<file path="config.mk">
export PLATFORM = sky130hd
export DESIGN_NAME = cordic_arbiter
export DESIGN_NICKNAME = d
export VERILOG_FILES = /design/src/rtl/cordic_arbiter.sv
export SDC_FILE = /design/constraint.sdc
export NUM_CORES = 1
export LEC_CHECK = 0
export BUFFER_PORTS_ARGS = -buffer_cell sky130_fd_sc_hd__buf_2
export CELL_PAD_IN_SITES_DETAIL_PLACEMENT = 1
export CELL_PAD_IN_SITES_GLOBAL_PLACEMENT = 1
export CORE_MARGIN = 3
export CORE_UTILIZATION = 41
export CTS_CLUSTER_SIZE = 40
export DETAILED_ROUTE_END_ITERATION = 10
export GPL_TIMING_DRIVEN = 0
export HOLD_SLACK_MARGIN = 0.15
export PLACE_DENSITY_LB_ADDON = 0.1
export SKIP_CTS_REPAIR_TIMING = 1
export SYNTH_ARGS = -nofsm -noshare
export SYNTH_HDL_FRONTEND = slang
export SYNTH_SLANG_ARGS = --single-unit
</file>
<file path="constraint.sdc">
create_clock -name clock_i -period 4.2 [get_ports clock_i]
set_input_delay 0.21 -clock clock_i [delete_from_list [all_inputs] [get_ports clock_i]]
set_output_delay 0.21 -clock clock_i [all_outputs]
set_load 0.01 [all_outputs]
</file>
<file path="src/rtl/cordic_arbiter.sv">
`timescale 1ns/1ps
// cordic_arbiter: round-robin scheduler sharing one pipelined CORDIC
// datapath between several phase requesters. A tag pipe matched to the
// datapath latency routes each sine/cosine result back to its issuer.
// Optional build macro: CORDIC_ARB_FLUSH_EN adds a flush_i input that
// discards every in-flight request and blocks grants for that cycle.
//
// state    | meaning
// ---------+------------------------------------------------------------
// ST_IDLE  | nothing in flight, no grants
// ST_RUN   | grants allowed, results returned
// ST_DRAIN | no grants, waiting for in-flight results to return
module cordic_arbiter #(
    parameter int REQUESTERS  = 4,
    parameter int PHASE_WIDTH = 13,
    parameter int DATA_WIDTH  = 12,
    parameter int LATENCY     = 17
) (
    input  logic                              clock_i,
    input  logic                              reset_ni,
    input  logic                              enable_i,
`ifdef CORDIC_ARB_FLUSH_EN
    input  logic                              flush_i,
`endif
    input  logic [REQUESTERS-1:0]             req_valid_i,
    output logic [REQUESTERS-1:0]             req_ready_o,
    input  logic [REQUESTERS*PHASE_WIDTH-1:0] req_phase_i,
    input  logic [REQUESTERS*2-1:0]           req_quarter_i,
    output logic                              dp_valid_o,
    output logic [PHASE_WIDTH-1:0]            dp_phase_o,
    output logic [1:0]                        dp_quarter_o,
    input  logic [DATA_WIDTH:0]               dp_sine_i,
    input  logic [DATA_WIDTH:0]               dp_cosine_i,
    output logic [REQUESTERS-1:0]             rsp_valid_o,
    output logic [DATA_WIDTH:0]               rsp_sine_o,
    output logic [DATA_WIDTH:0]               rsp_cosine_o,
    output logic                              busy_o
);

    localparam int IDW = (REQUESTERS > 1) ? $clog2(REQUESTERS) : 1;

    typedef enum logic [1:0] {
        ST_IDLE  = 2'd0,
        ST_RUN   = 2'd1,
        ST_DRAIN = 2'd2
    } state_t;

    state_t state_q, state_d;
    logic   grant_en;
    logic   flush;

    logic [IDW-1:0]         ptr_q;
    logic [IDW-1:0]         cand;
    logic [IDW-1:0]         gnt_id;
    logic                   gnt_found;
    logic                   xfer;
    logic [PHASE_WIDTH-1:0] sel_phase;
    logic [1:0]             sel_quarter;

    logic                   dp_valid_q;
    logic [PHASE_WIDTH-1:0] dp_phase_q;
    logic [1:0]             dp_quarter_q;
    logic [IDW-1:0]         dp_id_q;

    logic [LATENCY-1:0]     tag_vld_q;
    logic [IDW-1:0]         tag_id_q [LATENCY];
    logic                   tag_out_vld;
    logic                   pipe_empty;

    logic [REQUESTERS-1:0]  rsp_valid_q, rsp_valid_d;
    logic [DATA_WIDTH:0]    rsp_sine_q, rsp_cosine_q;

`ifdef CORDIC_ARB_FLUSH_EN
    assign flush = flush_i;
`else
    assign flush = 1'b0;
`endif

    // FSM state register
    always_ff @(posedge clock_i or negedge reset_ni) begin
        if (!reset_ni) begin
            state_q <= ST_IDLE;
        end else begin
            state_q <= state_d;
        end
    end

    // FSM next-state logic; DRAIN only retires once dp stage and tag pipe are empty
    always_comb begin
        state_d = state_q;
        unique case (state_q)
            ST_IDLE:  if (enable_i) state_d = ST_RUN;
            ST_RUN:   if (!enable_i) state_d = ST_DRAIN;
            ST_DRAIN: begin
                if (enable_i) begin
                    state_d = ST_RUN;
                end else if (pipe_empty) begin
                    state_d = ST_IDLE;
                end
            end
            default:  state_d = ST_IDLE;
        endcase
    end

    // FSM outputs
    always_comb begin
        grant_en = (state_q == ST_RUN);
        busy_o   = (state_q != ST_IDLE);
    end

    // Round-robin search starting one past the last granted requester
    always_comb begin
        gnt_found = 1'b0;
        gnt_id    = '0;
        cand      = '0;
        for (int k = 1; k <= REQUESTERS; k++) begin
            cand = IDW'((int'(ptr_q) + k) % REQUESTERS);
            if (!gnt_found && req_valid_i[cand]) begin
                gnt_found = 1'b1;
                gnt_id    = cand;
            end
        end
    end

    // Grant strobe; flush overrides any handshake in the same cycle
    always_comb begin
        req_ready_o = '0;
        if (gnt_found && grant_en && !flush) begin
            req_ready_o[gnt_id] = 1'b1;
        end
        xfer = |(req_valid_i & req_ready_o);
    end

    // Payload mux for the granted requester
    always_comb begin
        sel_phase   = '0;
        sel_quarter = '0;
        for (int i = 0; i < REQUESTERS; i++) begin
            if (gnt_id == IDW'(i)) begin
                sel_phase   = req_phase_i[i*PHASE_WIDTH +: PHASE_WIDTH];
                sel_quarter = req_quarter_i[i*2 +: 2];
            end
        end
    end

    // Issue register and round-robin pointer; payload holds when idle
    always_ff @(posedge clock_i or negedge reset_ni) begin
        if (!reset_ni) begin
            dp_valid_q   <= 1'b0;
            dp_phase_q   <= '0;
            dp_quarter_q <= '0;
            dp_id_q      <= '0;
            ptr_q        <= IDW'(REQUESTERS - 1);
        end else begin
            dp_valid_q <= xfer;
            if (xfer) begin
                dp_phase_q   <= sel_phase;
                dp_quarter_q <= sel_quarter;
                dp_id_q      <= gnt_id;
                ptr_q        <= gnt_id;
            end
        end
    end

    assign dp_valid_o   = dp_valid_q;
    assign dp_phase_o   = dp_phase_q;
    assign dp_quarter_o = dp_quarter_q;

    // Tag pipe tracking the datapath latency; flush kills every valid bit
    always_ff @(posedge clock_i or negedge reset_ni) begin
        if (!reset_ni) begin
            tag_vld_q <= '0;
            for (int i = 0; i < LATENCY; i++) begin
                tag_id_q[i] <= '0;
            end
        end else begin
            tag_vld_q[0] <= dp_valid_q & ~flush;
            tag_id_q[0]  <= dp_id_q;
            for (int i = 1; i < LATENCY; i++) begin
                tag_vld_q[i] <= tag_vld_q[i-1] & ~flush;
                tag_id_q[i]  <= tag_id_q[i-1];
            end
        end
    end

    assign tag_out_vld = tag_vld_q[LATENCY-1] & ~flush;
    assign pipe_empty  = ~(|tag_vld_q) & ~dp_valid_q;

    // Response strobe decode
    always_comb begin
        rsp_valid_d = '0;
        if (tag_out_vld) begin
            rsp_valid_d[tag_id_q[LATENCY-1]] = 1'b1;
        end
    end

    // Response register; result bus holds between responses
    always_ff @(posedge clock_i or negedge reset_ni) begin
        if (!reset_ni) begin
            rsp_valid_q  <= '0;
            rsp_sine_q   <= '0;
            rsp_cosine_q <= '0;
        end else begin
            rsp_valid_q <= rsp_valid_d;
            if (tag_out_vld) begin
                rsp_sine_q   <= dp_sine_i;
                rsp_cosine_q <= dp_cosine_i;
            end
        end
    end

    assign rsp_valid_o  = rsp_valid_q;
    assign rsp_sine_o   = rsp_sine_q;
    assign rsp_cosine_o = rsp_cosine_q;

endmodule
</file>
=== After elaboration in Yosys (flattened, before gate mapping) ===
Cells that the tools add are included.

* Flip-flop bits (word level): 103
* Bits of input ports: 93
* Word-level logic and storage cells: 101

* Add/subtract/negate cells: 4
* Order comparisons: 8
* Equality and inequality tests: 8
* Multiplexer cells: 35
* Bitwise operators: 4
* Reduce and logical (&&, ||, !) cells: 15

{| class="wikitable"
|+ Operator list
! operator !! count
|-
| $mux W13 || 4
|-
| $mux W2 || 12
|-
| $lt A2 B3 Y1 const B || 6
|-
| $reduce_or A17 Y1 || 1
|-
| $mux W1 || 10
|-
| $bmux W1 S2 || 4
|-
| $mux W4 || 2
|-
| $eq A2 B2 Y1 const B || 3
|-
| $logic_and A1 B1 Y1 || 6
|-
| $pmux W2 S3 || 1
|-
| $add A2 B1 Y2 const B || 2
|-
| $add A2 B2 Y2 const B || 2
|-
| $and A4 B4 Y4 || 1
|-
| $demux W1 S2 || 2
|-
| $eq A2 B1 Y1 const B || 2
|-
| $ge A2 B1 Y1 const B || 2
|-
| $logic_not A2 Y1 || 2
|-
| $ne A2 B2 Y1 const B || 2
|-
| $reduce_or A4 Y1 || 1
|-
| $logic_not A1 Y1 || 3
|-
| $ne A3 B3 Y1 const B || 1
|-
| $reduce_and A3 Y1 || 1
|-
| $not A1 Y1 || 2
|-
| $reduce_bool A2 Y1 || 1
|-
| $and A1 B1 Y1 || 1
|}

=== Longest topological paths before layout ===
Gate-level depths: netlist (run 1).

* Depth after elaboration: 20
* Gate-level depth with buffers: 7
* Gate-level depth less buffers: 5

=== Least setup slack after synthesis (run 1) ===
No wires, ideal clock.

* Kind: register -> output
* Start point: register ptr_q[0]
* End point: output port req_ready_o[0]
* Arrival: 1.419 ns
* Slack: 2.571 ns
* Cell stages (with the launch flop): 8
* Buffers on the path: 2
* Cell sequence: dfstp_2 -> nor2b_1 -> or2_1 -> a21oi_2 -> nand2b_2 -> buf_6 -> buf_8 -> nor2_1

* Word-level cells in the longest chain between the ends: 18
* Elaborated cells between the ends (all ways): 33
* Classes of those cells: add/sub (4); order compare (2); mux (19); reduce/logical (8)

{| class="wikitable"
|+ Ends and longest elaborated chain
! what !! RTL line !! source
|-
| from (decl) || 52 || <nowiki>logic [IDW-1:0] ptr_q;</nowiki>
|-
| from (signal assigned) || 153 || <nowiki>ptr_q <= IDW'(REQUESTERS - 1);</nowiki>
|-
| from (signal assigned) || 160 || <nowiki>ptr_q <= gnt_id;</nowiki>
|-
| $add A2 B1 Y2 || 117 || <nowiki>cand = IDW'((int'(ptr_q) + k) % REQUESTERS);</nowiki>
|-
| $bmux W1 S2 || 118 || <nowiki>if (!gnt_found && req_valid_i[cand]) begin</nowiki>
|-
| $mux W1 (implied by the code) || 118 ||
|-
| $mux W1 || 118 ||
|-
| $logic_not A1 Y1 || 118 ||
|-
| $logic_and A1 B1 Y1 || 118 ||
|-
| $mux W1 || 118 ||
|-
| $logic_not A1 Y1 || 118 ||
|-
| [2 not listed] || -- ||
|-
| $logic_not A1 Y1 || 118 ||
|-
| $logic_and A1 B1 Y1 || 118 ||
|-
| $mux W2 || 118 ||
|-
| $lt A2 B3 Y1 (implied by the code) / $ge A2 B1 Y1 (equally long branches) || 129 || <nowiki>req_ready_o[gnt_id] = 1'b1;</nowiki>
|-
| $logic_and A1 B1 Y1 (implied by the code) || 129 ||
|-
| $mux W1 (implied by the code) || 129 ||
|-
| $demux W1 S2 || 129 ||
|-
| $mux W4 * || 128 || <nowiki>if (gnt_found && grant_en && !flush) begin</nowiki>
|-
| to (decl) || 26 || <nowiki>output logic [REQUESTERS-1:0] req_ready_o,</nowiki>
|}

Mark *: on every way between the ends. The rest lies on a longest branch, timed or not. The select of a mux whose other input is x is not followed.

=== Final worst setup path (run 1) ===
* Start point: register ptr_q[0]
* End point: register dp_phase_q[8], in the netlist dp_phase_o[8]

* Word-level cells in the longest chain between the ends: 20
* Elaborated cells between the ends (all ways): 43
* Classes of those cells: add/sub (4); order compare (2); eq/ne (3); mux (23); bitwise (1); reduce/logical (10)

{| class="wikitable"
|+ Ends and longest elaborated chain
! what !! RTL line !! source
|-
| $add A2 B1 Y2 || 117 ||
|-
| $bmux W1 S2 || 118 ||
|-
| $mux W1 (implied by the code) || 118 ||
|-
| $mux W1 || 118 ||
|-
| $logic_not A1 Y1 || 118 ||
|-
| $logic_and A1 B1 Y1 || 118 ||
|-
| $mux W1 || 118 ||
|-
| $logic_not A1 Y1 || 118 ||
|-
| [4 not listed] || -- ||
|-
| $mux W2 || 118 ||
|-
| $lt A2 B3 Y1 (implied by the code) / $ge A2 B1 Y1 (equally long branches) || 129 ||
|-
| $logic_and A1 B1 Y1 (implied by the code) || 129 ||
|-
| $mux W1 (implied by the code) || 129 ||
|-
| $demux W1 S2 || 129 ||
|-
| $mux W4 || 128 ||
|-
| $and A4 B4 Y4 || 131 || <nowiki>xfer = |(req_valid_i & req_ready_o);</nowiki>
|-
| $reduce_or A4 Y1 || 131 ||
|-
| to (signal assigned) || 157 || <nowiki>dp_phase_q <= sel_phase;</nowiki>
|-
| to (decl) || 61 || <nowiki>logic [PHASE_WIDTH-1:0] dp_phase_q;</nowiki>
|}

Parallel ways exist; a longest one is shown, timed or not. The select of a mux whose other input is x is not followed.
A chain may end at the register's enable or synchronous reset.

==> metrics.cfg, run 1 <==
[run_status]
status = complete, no violations

[clocking]
cts_root_buf = clkbuf_8
clk_latency_ns = 0.37
cts_buffer_depth = 2
htree_levels = 3
cts_buffers = 9
clk_pin_slew_ns = 0.11
cts_sinks = 103
cts_tree = done

[sta]
fin_setup_tns_ns = 0
tightest_slew_ns = 0.704
fin_crit_ns = 2.70
grt_setup_unrepaired = no
fin_crit_sh_pct = 64.3
setup_viol = 0
slew_headroom_pct = 52.9
finClkSkew_ns = 0.0135
hold_viol = 0
fmax_ghz = 0.370
drv_slew = 0

[cells_and_area]
drive_gt1_share_pct = 49.1
antenna_cells = 0
multiInputGateArea_mm2 = 0.00112
syn2layout_area_growth_pct = 37.1
final_cells = 544
fillerInstances = 896
seqCellArea_mm2 = 0.00258
fin_nets = 524

[logic_synthesis]
synthXorXnorAreaFrac_pct = 0.230
avgSynthCellArea_um2 = 15.6
syn_inst = 244
synth_edf_count = 0
yosys.cell_count.top_type = dfrtp_1
ys_types = 34
synthTopCellsByArea = dfrtp_1 (66%), mux2_2 (8.3%), mux2i_1 (7.9%), o221ai_2 (3.6%), nand2_1 (2.0%)
yosys-top-cells-count = dfrtp_1 (101), mux2i_1 (30), mux2_2 (28)
synth_top_cell_area_share_pct = 66.4
synth-simple-area-share_pct = 6.11
ys.flop_type = dfrtp_1
muxShareOfSynthArea_pct = 16.2
ys_ff_latch = 103
netlist.top_cell.by_area = dfrtp_1
syn_nets = 337
synthArstFlopShare_pct = 100
synth_top_family_by_area = multiplexers
synthAdderAreaFrac_pct = 0
syn_area_mm2 = 0.00381
synth_compound_area_share_pct = 6.94
synth.yosys.seq_area_share_pct = 67.8
ys.warnings.count = 0

[power]
p_leak_nw = 2.60
p_per_area_mw_per_mm2 = 572
peakVddDrop_v = 0.000238

[route]
drc = 0
via_per_inst = 4.90
wl_per_cell_um = 16.9
ant_nets = 0
drtIter0Drc = 55
routed_wirelength_um = 9180
firstDrtPassIters = 4
vias = 2665

[setup_path]
path_class = reg -> reg
slowest_delay_ns = 0.58
worstPathArrival_ns = 2.96
worstSetupEndpointType = flop
start_kind = flop
reg2reg_slack_ns = 1.50
critPathSlowestCell = dlygate4sd3_1
timing.rr.start = ptr_q[0]$_DFFE_PN1P_
crit_chain = nor2b_1, o21ai_1, o211ai_2, buf_6, buf_6, mux2i_1, dlygate4sd3_1, o221ai_2, dlygate4sd3_1
r2r_end = dp_phase_o[8]$_DFFE_PN0P_
reg2reg_depth = 9
critical_path_required_ns = 4.46
critical_path.max_fanout = 10

[global_route]
grt_max_degree = 62
antenna_found_initial = 0
grt_pass1_vias = 2597
grt-ovfl-total = 0
grt_usage_pct = 16.1
grt_pass1_wl_um = 12800

[floorplanning]
coreArea_mm2 = 0.00885
die-height_um = 102
die_w_um = 102
die_area_mm2 = 0.0105
start_util_pct = 43.0
io_pins = 144
num_rows = 34

[hold_path]
holdPathStages = 3
min_path_type = in -> reg
holdPathEnd = dp_phase_o[10]$_DFFE_PN0P_
hold_path.startpoint = req_phase_i[36]

[place]
hpwl_um = 6110
io_buffers = 143
routabilityCongestion = 0.706
placedCellCount = 496

[job]
maxCapViolCount = 0

-- metrics by stage --
step	power [W]	utilization (%)	cell area, um2	hold slack, ns	worst slack (ns)
after floorplan	0.00200	-	3810	-0.0856	2.57
after global placement	0.00232	52.6	4660	0.336	1.92
after detailed placement	0.00235	53.0	4690	0.232	2.21
after CTS	0.00299	55.3	4900	-0.200	1.91
after global routing	0.00318	59.0	5220	0.154	1.38
final	0.00298	59.0	5220	0.152	1.50
-- final cells by class --
type	count	share of cell area [%]
clock buffers	9	2.37
inverters	2	0.192
plain buffers	11	1.82
repair buffers	176	20.4
multi-input cells	128	21.5
flip-flops and latches	103	49.4
clock inverters	7	1.65
well taps	108	2.59
-- critical path, delay by kind of cell, from the launching register on --
| kind | cells | cell delay (ns) |
|---|---|---|
| mux | 1 | 0.14 |
| flops | 1 | 0.56 |
| compound gates | 3 | 0.36 |
| buf+inv | 4 | 1.47 |
| simple gates | 1 | 0.06 |
-- routing by layer --
metal | vias up | part of all wire (%) | track usage, %
li1 | 1245 | - | -
met1 | 1301 | 40 | 19.2
met2 | 108 | 51 | 26.8
met3 | 11 | 7.5 | 6.14
met4 | 0 | 1.5 | 5.55
met5 | - | 0 | 0
-- kinds of logic after synthesis --
group           Yosys count
compound gates           23
xor+xnor                  1
buf+inv                  13
flops                   103
mux                      58
simple gates             46
-- worst max-delay path by stage --
stage | start | end | slack, ns
2_1_floorplan | ptr_q[0]$_DFFE_PN1P_ | req_ready_o[0] | 2.57
3_3_place_gp | reset_ni | dp_phase_o[7]$_DFFE_PN0P_ | 1.92
3_5_place_dp | req_valid_i[3] | req_ready_o[0] | 2.21
4_1_cts | ptr_q[0]$_DFFE_PN1P_ | req_ready_o[0] | 1.91
5_1_grt | ptr_q[0]$_DFFE_PN1P_ | dp_phase_o[8]$_DFFE_PN0P_ | 1.38
6_report | ptr_q[0]$_DFFE_PN1P_ | dp_phase_o[8]$_DFFE_PN0P_ | 1.50
-- layout by cell type (no fill, tap or decap), drive strengths merged --
master / Yosys / final
a21boi: 1 / 1
a21oi: 2 / 2
and3: 2 / 2
and3b: 1 / 1
buf: 11 / 155
clkbuf: 0 / 9
clkinv: 0 / 3
dfrtp: 101 / 101
dfstp: 2 / 2
dlygate4sd3: 0 / 32
inv: 2 / 6
mux2: 28 / 28
mux2i: 30 / 30
nand2: 21 / 21
nand2b: 1 / 1
nand4: 1 / 1
nor2: 6 / 6
nor2b: 5 / 5
nor3: 1 / 1
nor3b: 1 / 1
nor4: 5 / 5
o211ai: 1 / 1
o21ai: 3 / 3
o221ai: 15 / 15
o41ai: 1 / 1
or2: 2 / 2
xnor2: 1 / 1
-- state kept, by name, summed over array words and instances, names as in the netlist --
signal	count
dp_id_q	2
rsp_valid_o	4
dp_valid_o	1
rsp_sine_o	13
dp_quarter_o	2
ptr_q	2
tag_vld_q	17
state_q	2
dp_phase_o	13
rsp_cosine_o	13
tag_id_q	34
-- power by group --
group / total, W / internal [W] / leakage, nW / switching, W
clock network: 0.000625 / 0.000243 / 0.105 / 0.000382
registers: 0.00148 / 0.00133 / 1.25 / 0.000150
logic: 0.000874 / 0.000436 / 1.25 / 0.000438
No activity file was read; power rests on OpenSTA's default activity.
==> inputs of run 2 (changes only) <==
--- a/config.mk
+++ b/config.mk
@@ -9,7 +9,7 @@
 export CELL_PAD_IN_SITES_DETAIL_PLACEMENT = 1
 export CELL_PAD_IN_SITES_GLOBAL_PLACEMENT = 1
 export CORE_MARGIN = 3
-export CORE_UTILIZATION = 41
+export CORE_UTILIZATION = 39
 export CTS_CLUSTER_SIZE = 40
 export DETAILED_ROUTE_END_ITERATION = 10
 export GPL_TIMING_DRIVEN = 0
==> constraint.sdc (replaced) <==
create_clock -name clock_i -period 2.6 [get_ports clock_i]
set_input_delay 0.13 -clock clock_i [delete_from_list [all_inputs] [get_ports clock_i]]
set_output_delay 0.13 -clock clock_i [all_outputs]
set_load 0.01 [all_outputs]
==> metrics.cfg, run 2 (synthesized netlist as in run 1, its figures left out) <==
[run_status]
status = complete, no violations  ; unchanged

[setup_path]
critical_path.max_fanout = 10  ; unchanged
path_class = reg -> reg  ; unchanged
critical_path_required_ns = 2.83  ; was 4.46 ns
worstPathArrival_ns = 2.53  ; was 2.96 ns
worstSetupEndpointType = flop  ; unchanged
start_kind = flop  ; unchanged

[global_route]
grt_max_degree = 74  ; was 62
grt_pass1_wl_um = 13200  ; was 12800 um
grt_pass1_vias = 2658  ; was 2597
grt-ovfl-total = 0  ; unchanged
antenna_found_initial = 1  ; was 0
grt_usage_pct = 15.2  ; was 16.1%

[floorplanning]
coreArea_mm2 = 0.00937  ; was 0.00885 mm2
start_util_pct = 40.6  ; was 43.0%
io_pins = 144  ; unchanged
die_area_mm2 = 0.0110  ; was 0.0105 mm2
die_w_um = 105  ; was 102 um
num_rows = 35  ; was 34
die-height_um = 105  ; was 102 um

[cells_and_area]
largest_reg_flops = 34  ; unchanged
fin_nets = 580  ; was 524
layout_common_cells = buf_2 (143), dfrtp_1 (101), dlygate4sd3_1 (88)  ; was buf_2 (143), dfrtp_1 (101), dlygate4sd3_1 (32)
layout_commonest_cell = buf_2  ; unchanged
top_register = tag_id_q  ; unchanged
largestRegisters = tag_id_q: 34 flops, tag_vld_q: 17 flops  ; unchanged
final_cells = 623  ; was 544
seqCellArea_mm2 = 0.00258  ; unchanged
multiInputGateArea_mm2 = 0.00112  ; unchanged
drive_gt1_share_pct = 43.5  ; was 49.1%
postLayoutCoreUtil_pct = 62.0  ; was 59.0%
syn2layout_area_growth_pct = 52.6  ; was 37.1%
fillerInstances = 989  ; was 896
finalInstanceArea_mm2 = 0.00581  ; was 0.00522 mm2

[sta]
tightest_slew_ns = 0.693  ; was 0.704 ns
drv_slew = 0  ; unchanged
fin_crit_ns = 2.31  ; was 2.70 ns
slew_headroom_pct = 53.7  ; was 52.9%
setup_viol = 0  ; unchanged
fin_crit_sh_pct = 88.8  ; was 64.3%
fmax_ghz = 0.433  ; was 0.370 GHz
finClkSkew_ns = 0.0102  ; was 0.0135 ns
fin_setup_tns_ns = 0  ; unchanged
hold_viol = 0  ; unchanged
grt_setup_unrepaired = no  ; unchanged

[clocking]
cts_sinks = 103  ; unchanged
clk_pin_slew_ns = 0.11  ; about the same
cts_tree = done  ; unchanged
htree_levels = 3  ; unchanged
cts_buffers = 9  ; unchanged
cts_root_buf = clkbuf_8  ; unchanged
cts_buffer_depth = 2  ; unchanged
clk_latency_ns = 0.36  ; was 0.37 ns

[route]
firstDrtPassIters = 4  ; unchanged
ant_nets = 0  ; unchanged
drtIter0Drc = 101  ; was 55
via_per_inst = 4.80  ; was 4.90
wl_per_cell_um = 17.1  ; was 16.9 um
routed_wirelength_um = 10600  ; was 9180 um
drc = 0  ; unchanged
vias = 2991  ; was 2665

[job]
maxCapViolCount = 0  ; unchanged

[hold_path]
min_path_type = in -> reg  ; unchanged

[power]
peakVddDrop_v = 0.000392  ; was 0.000238 V
total_power_w = 0.00508  ; was 0.00298 W
p_leak_nw = 2.84  ; was 2.60 nW
p_per_area_mw_per_mm2 = 874  ; was 572 mW/mm2

[place]
placed_area_mm2 = 0.00471  ; was 0.00469 mm2
routabilityCongestion = 0.661  ; was 0.706
hpwl_um = 6180  ; was 6110 um
io_buffers = 143  ; unchanged
placedCellCount = 517  ; was 496

==> run 2: changes by cell type in the layout (fill, tap and decap cells not counted), sizes merged <==
cell and change:
dlygate4sd3 +56, diode +2, clkinv +1, inv -1
==> run 2: worst paths after layout <==
check,startpoint,to,slack (ns),depth (start not counted)
max,ptr_q[0]$_DFFE_PN1P_,dp_phase_o[2]$_DFFE_PN0P_,0.29,8
min,req_valid_i[1],dp_valid_o$_DFF_PN0_,0.22,3
max reg2reg,ptr_q[0]$_DFFE_PN1P_,dp_phase_o[2]$_DFFE_PN0P_,0.29,8
min reg2reg,tag_id_q[28]$_DFF_PN0_,tag_id_q[26]$_DFF_PN0_,0.36,0
max in group asynchronous,reset_ni,ptr_q[1]$_DFFE_PN1P_,1.65,3
min in group asynchronous,reset_ni,rsp_valid_o[2]$_DFF_PN0_,0.24,2
==> run 2: metal layers <==
metal / up-vias / GRT usage, % / wire length, um
met5: - / 0 / 0
met4: 0 / 4.03 / 201
met3: 18 / 5.19 / 607
met2: 111 / 25.7 / 5700
met1: 1507 / 18.8 / 4130
li1: 1355 / - / -
==> run 2: layout make-up <==
type,count,share of cell area [%]
Timing Repair Buffer,232,28.0
Buffer,11,1.64
Sequential cell,103,44.4
Clock inverter,7,1.49
Antenna cell,2,0.0862
Inverter,2,0.172
Clock buffer,9,2.13
Tap cell,129,2.78
Multi-Input combinational cell,128,19.3
==> run 2: where the power goes <==
group / internal (W) / switching (W)
logic: 0.000875 / 0.000793
clock network: 0.000391 / 0.000617
registers: 0.00216 / 0.000246
total: 0.00342 / 0.00166
==> run 2: through the flow <==
step | hold WS, ns | setup WS, ns
6_report | 0.218 | 0.292
5_1_grt | 0.217 | 0.222
4_1_cts | -0.316 | 0.382
3_5_place_dp | 0.0970 | 0.753
3_3_place_gp | 0.308 | 0.408
2_1_floorplan | -0.166 | 1.04
==> run 2: worst max-delay path, stage by stage, from the launching register on <==
cell,delay (ns)
dfstp_2,0.55
nor2b_1,0.06
o21ai_1,0.16
o211ai_2,0.11
buf_6,0.17
buf_6,0.16
mux2i_1,0.21
dlygate4sd3_1,0.60
o221ai_1,0.15
==> inputs of run 3 (changes only) <==
--- a/config.mk
+++ b/config.mk
@@ -5,11 +5,12 @@
 export SDC_FILE = /design/constraint.sdc
 export NUM_CORES = 1
 export LEC_CHECK = 0
+export ABC_AREA = 1
 export BUFFER_PORTS_ARGS = -buffer_cell sky130_fd_sc_hd__buf_2
 export CELL_PAD_IN_SITES_DETAIL_PLACEMENT = 1
 export CELL_PAD_IN_SITES_GLOBAL_PLACEMENT = 1
 export CORE_MARGIN = 3
-export CORE_UTILIZATION = 39
+export CORE_UTILIZATION = 37
 export CTS_CLUSTER_SIZE = 40
 export DETAILED_ROUTE_END_ITERATION = 10
 export GPL_TIMING_DRIVEN = 0
==> metrics.cfg, run 3 <==
[logic_synthesis]
synth_edf_count = 0  ; unchanged
ys_ff_latch = 103  ; unchanged
ys.flop_type = dfrtp_1  ; unchanged
syn_inst = 436  ; was 244
synthTopCellsByArea = dfrtp_1 (61%), nand2_1 (16%), nand3_1 (3.8%), inv_1 (2.4%), nand4_1 (2.3%)  ; was dfrtp_1 (66%), mux2_2 (8.3%), mux2i_1 (7.9%), o221ai_2 (3.6%), nand2_1 (2.0%)
synth_top_cell_area_share_pct = 61.4  ; was 66.4%
avgSynthCellArea_um2 = 9.44  ; was 15.6 um2
netlist.top_cell.by_area = dfrtp_1  ; unchanged
syn_nets = 529  ; was 337
yosys-top-cells-count = nand2_1 (179), dfrtp_1 (101), nand3_1 (31)  ; was dfrtp_1 (101), mux2i_1 (30), mux2_2 (28)
ys.warnings.count = 0  ; unchanged
synthArstFlopShare_pct = 100  ; unchanged
yosys.cell_count.top_type = nand2_1  ; was dfrtp_1
ys_types = 29  ; was 34
syn_area_mm2 = 0.00412  ; was 0.00381 mm2
synth.yosys.seq_area_share_pct = 62.7  ; was 67.8%

[setup_path]
worstPathArrival_ns = 2.35  ; was 2.53 ns
cp_common_cell = nand2_4  ; was buf_6
worstSetupEndpointType = primary output  ; was flop
timing.rr.start = ptr_q[0]$_DFFE_PN1P_  ; unchanged
reg2reg_depth = 17  ; was 8
critical_path.max_fanout = 10  ; unchanged
crit_family = simple AND/OR/NAND/NOR gates  ; was buffers and inverters
start_kind = flop  ; unchanged
r2r_end = dp_phase_o[2]$_DFFE_PN0P_  ; unchanged
critPathSlowestCell = dfstp_2  ; was dlygate4sd3_1
crit_chain = buf_6, inv_6, nand2_1, nand2_2, nand2_4, nand2_4, nor2_4, nand3_2, nand2_4, nand2_4, buf_6, buf_8, nor3_2, buf_2  ; was nor2b_1, o21ai_1, o211ai_2, buf_6, buf_6, mux2i_1, dlygate4sd3_1, o221ai_1
reg2reg_slack_ns = 0.38  ; was 0.29 ns
crit_buf_inv = 5  ; was 3
critical_path_required_ns = 2.47  ; was 2.83 ns
path_class = reg -> out  ; was reg -> reg
slowest_delay_ns = 0.54  ; was 0.60 ns

[sta]
hold_viol = 0  ; unchanged
tightest_slew_ns = 0.766  ; was 0.693 ns
slew_headroom_pct = 48.9  ; was 53.7%
drv_slew = 0  ; unchanged
setup_viol = 0  ; unchanged
fin_crit_ns = 2.48  ; was 2.31 ns
fin_setup_tns_ns = 0  ; unchanged
finClkSkew_ns = 0.0164  ; was 0.0102 ns
grt_setup_unrepaired = no  ; unchanged
hold_slack_ns = 0.114  ; was 0.218 ns
fin_crit_sh_pct = 95.2  ; was 88.8%
setup_ws_ns = 0.125  ; was 0.292 ns
fmax_ghz = 0.404  ; was 0.433 GHz

[global_route]
grt_pass1_wl_um = 18100  ; was 13200 um
grt-ovfl-total = 0  ; unchanged
grt_pass1_vias = 3743  ; was 2658
grt_usage_pct = 17.8  ; was 15.2%
antenna_found_initial = 0  ; was 1
grt_max_degree = 61  ; was 74

[power]
p_comb_share_pct = 50.6  ; was 32.9%
power.share.clock_pct = 13.8  ; was 19.8%
p_seq_share_pct = 35.7  ; was 47.3%
p_sw_w = 0.00327  ; was 0.00166 W
p_per_area_mw_per_mm2 = 1250  ; was 874 mW/mm2
p_sw_share_pct = 44.8  ; was 32.6%
power.internal_w = 0.00402  ; was 0.00342 W
p_leak_nw = 3.18  ; was 2.84 nW
peakVddDrop_v = 0.000594  ; was 0.000392 V

[hold_path]
hold_path.startpoint = req_phase_i[29]  ; was req_valid_i[1]
min_path_type = in -> reg  ; unchanged
holdPathStages = 5  ; was 3
holdPathEnd = dp_phase_o[3]$_DFFE_PN0P_  ; was dp_valid_o$_DFF_PN0_

[cells_and_area]
largestRegisters = tag_id_q: 34 flops, tag_vld_q: 17 flops  ; unchanged
drive_gt1_share_pct = 31.1  ; was 43.5%
layout_commonest_cell = nand2_1  ; was buf_2
antenna_cells = 0  ; was 2
layout_common_cells = nand2_1 (176), buf_2 (145), dfrtp_1 (101)  ; was buf_2 (143), dfrtp_1 (101), dlygate4sd3_1 (88)
seqCellArea_mm2 = 0.00258  ; unchanged
top_register = tag_id_q  ; unchanged
final_cells = 788  ; was 623
syn2layout_area_growth_pct = 42.3  ; was 52.6%
largest_reg_flops = 34  ; unchanged
multiInputGateArea_mm2 = 0.00133  ; was 0.00112 mm2
fillerInstances = 1248  ; was 989
fin_nets = 740  ; was 580

[floorplanning]
die_area_mm2 = 0.0124  ; was 0.0110 mm2
start_util_pct = 39.0  ; was 40.6%
die-height_um = 111  ; was 105 um
coreArea_mm2 = 0.0106  ; was 0.00937 mm2
num_rows = 37  ; was 35
die_w_um = 111  ; was 105 um
io_pins = 144  ; unchanged

[route]
drtIter0Drc = 173  ; was 101
via_per_inst = 4.80  ; about the same
routed_wirelength_um = 12100  ; was 10600 um
vias = 3780  ; was 2991
wl_per_cell_um = 15.3  ; was 17.1 um
firstDrtPassIters = 4  ; unchanged
drc = 0  ; unchanged
ant_nets = 0  ; unchanged

[place]
place_ws_ns = 0.467  ; was 0.753 ns
io_buffers = 143  ; unchanged
hpwl_um = 8360  ; was 6180 um
routabilityCongestion = 0.821  ; was 0.661
placedCellCount = 716  ; was 517

[clocking]
cts_root_buf = clkbuf_8  ; unchanged
htree_levels = 3  ; unchanged
cts_buffers = 9  ; unchanged
clk_pin_slew_ns = 0.11  ; about the same
clk_latency_ns = 0.36  ; about the same
cts_tree = done  ; unchanged
cts_buffer_depth = 2  ; unchanged
cts_sinks = 103  ; unchanged

[job]
maxCapViolCount = 0  ; unchanged

[run_status]
status = complete, no violations  ; unchanged

-- run 3: area by class of cell --
| class | count | area share, % |
|---|---|---|
| flip-flops and latches | 103 | 44.1 |
| repair buffers | 202 | 22.5 |
| inverters | 30 | 2.09 |
| plain buffers | 18 | 2.18 |
| well taps | 136 | 2.91 |
| multi-input cells | 283 | 22.6 |
| clock inverters | 7 | 1.47 |
| clock buffers | 9 | 2.12 |
-- run 3: per-layer routing --
layer / track usage, % / up-vias / share of wire, %
met5: 0 / - / 0
met4: 7.22 / 0 / 2.7
met3: 3.59 / 22 / 5.3
met2: 29.6 / 120 / 51
met1: 23.0 / 1837 / 41
li1: - / 1801 / -
-- run 3: worst max-delay path by stage --
stage	to	cells after the start	slack (ns)	from
after global routing	req_ready_o[2]	12	0.001	ptr_q[0]$_DFFE_PN1P_
after global placement	dp_phase_o[0]$_DFFE_PN0P_	1	0.34	reset_ni
after detailed placement	dp_phase_o[2]$_DFFE_PN0P_	17	0.47	ptr_q[0]$_DFFE_PN1P_
after CTS	req_ready_o[1]	14	0.07	ptr_q[0]$_DFFE_PN1P_
after floorplan	req_ready_o[1]	13	0.68	ptr_q[0]$_DFFE_PN1P_
final	req_ready_o[1]	14	0.12	ptr_q[0]$_DFFE_PN1P_
-- run 3: kinds of logic after synthesis --
logic type,Yosys count,share of synthesized area [%]
compound gates,19,2.49
buf+inv,50,6.11
flops,103,62.7
simple gates,264,28.7
-- run 3: power by group through the flow --
stage | Combinational [W] | Sequential, W | Clock (W)
2_1_floorplan | 0.00222 | 0.00273 | 0
3_3_place_gp | 0.00342 | 0.00260 | 0
3_5_place_dp | 0.00352 | 0.00264 | 0
4_1_cts | 0.00353 | 0.00261 | 0.00104
5_1_grt | 0.00411 | 0.00270 | 0.00111
6_report | 0.00369 | 0.00260 | 0.00100
-- run 3: per-stage QoR --
step | area [um2] | power (W) | util [%]
finish | 5850 | 0.00729 | 55.5
CTS | 5230 | 0.00718 | 49.6
floorplan | 4120 | 0.00495 | -
detailed placement | 5020 | 0.00615 | 47.6
global route | 5850 | 0.00792 | 55.5
global placement | 5000 | 0.00602 | 47.4
-- run 3: worst min-delay path, stage by stage --
cell     delay (ns)
buf_2          0.07
nand3_1        0.06
nand4_1        0.09
nand2_1        0.05
nand2_1        0.04
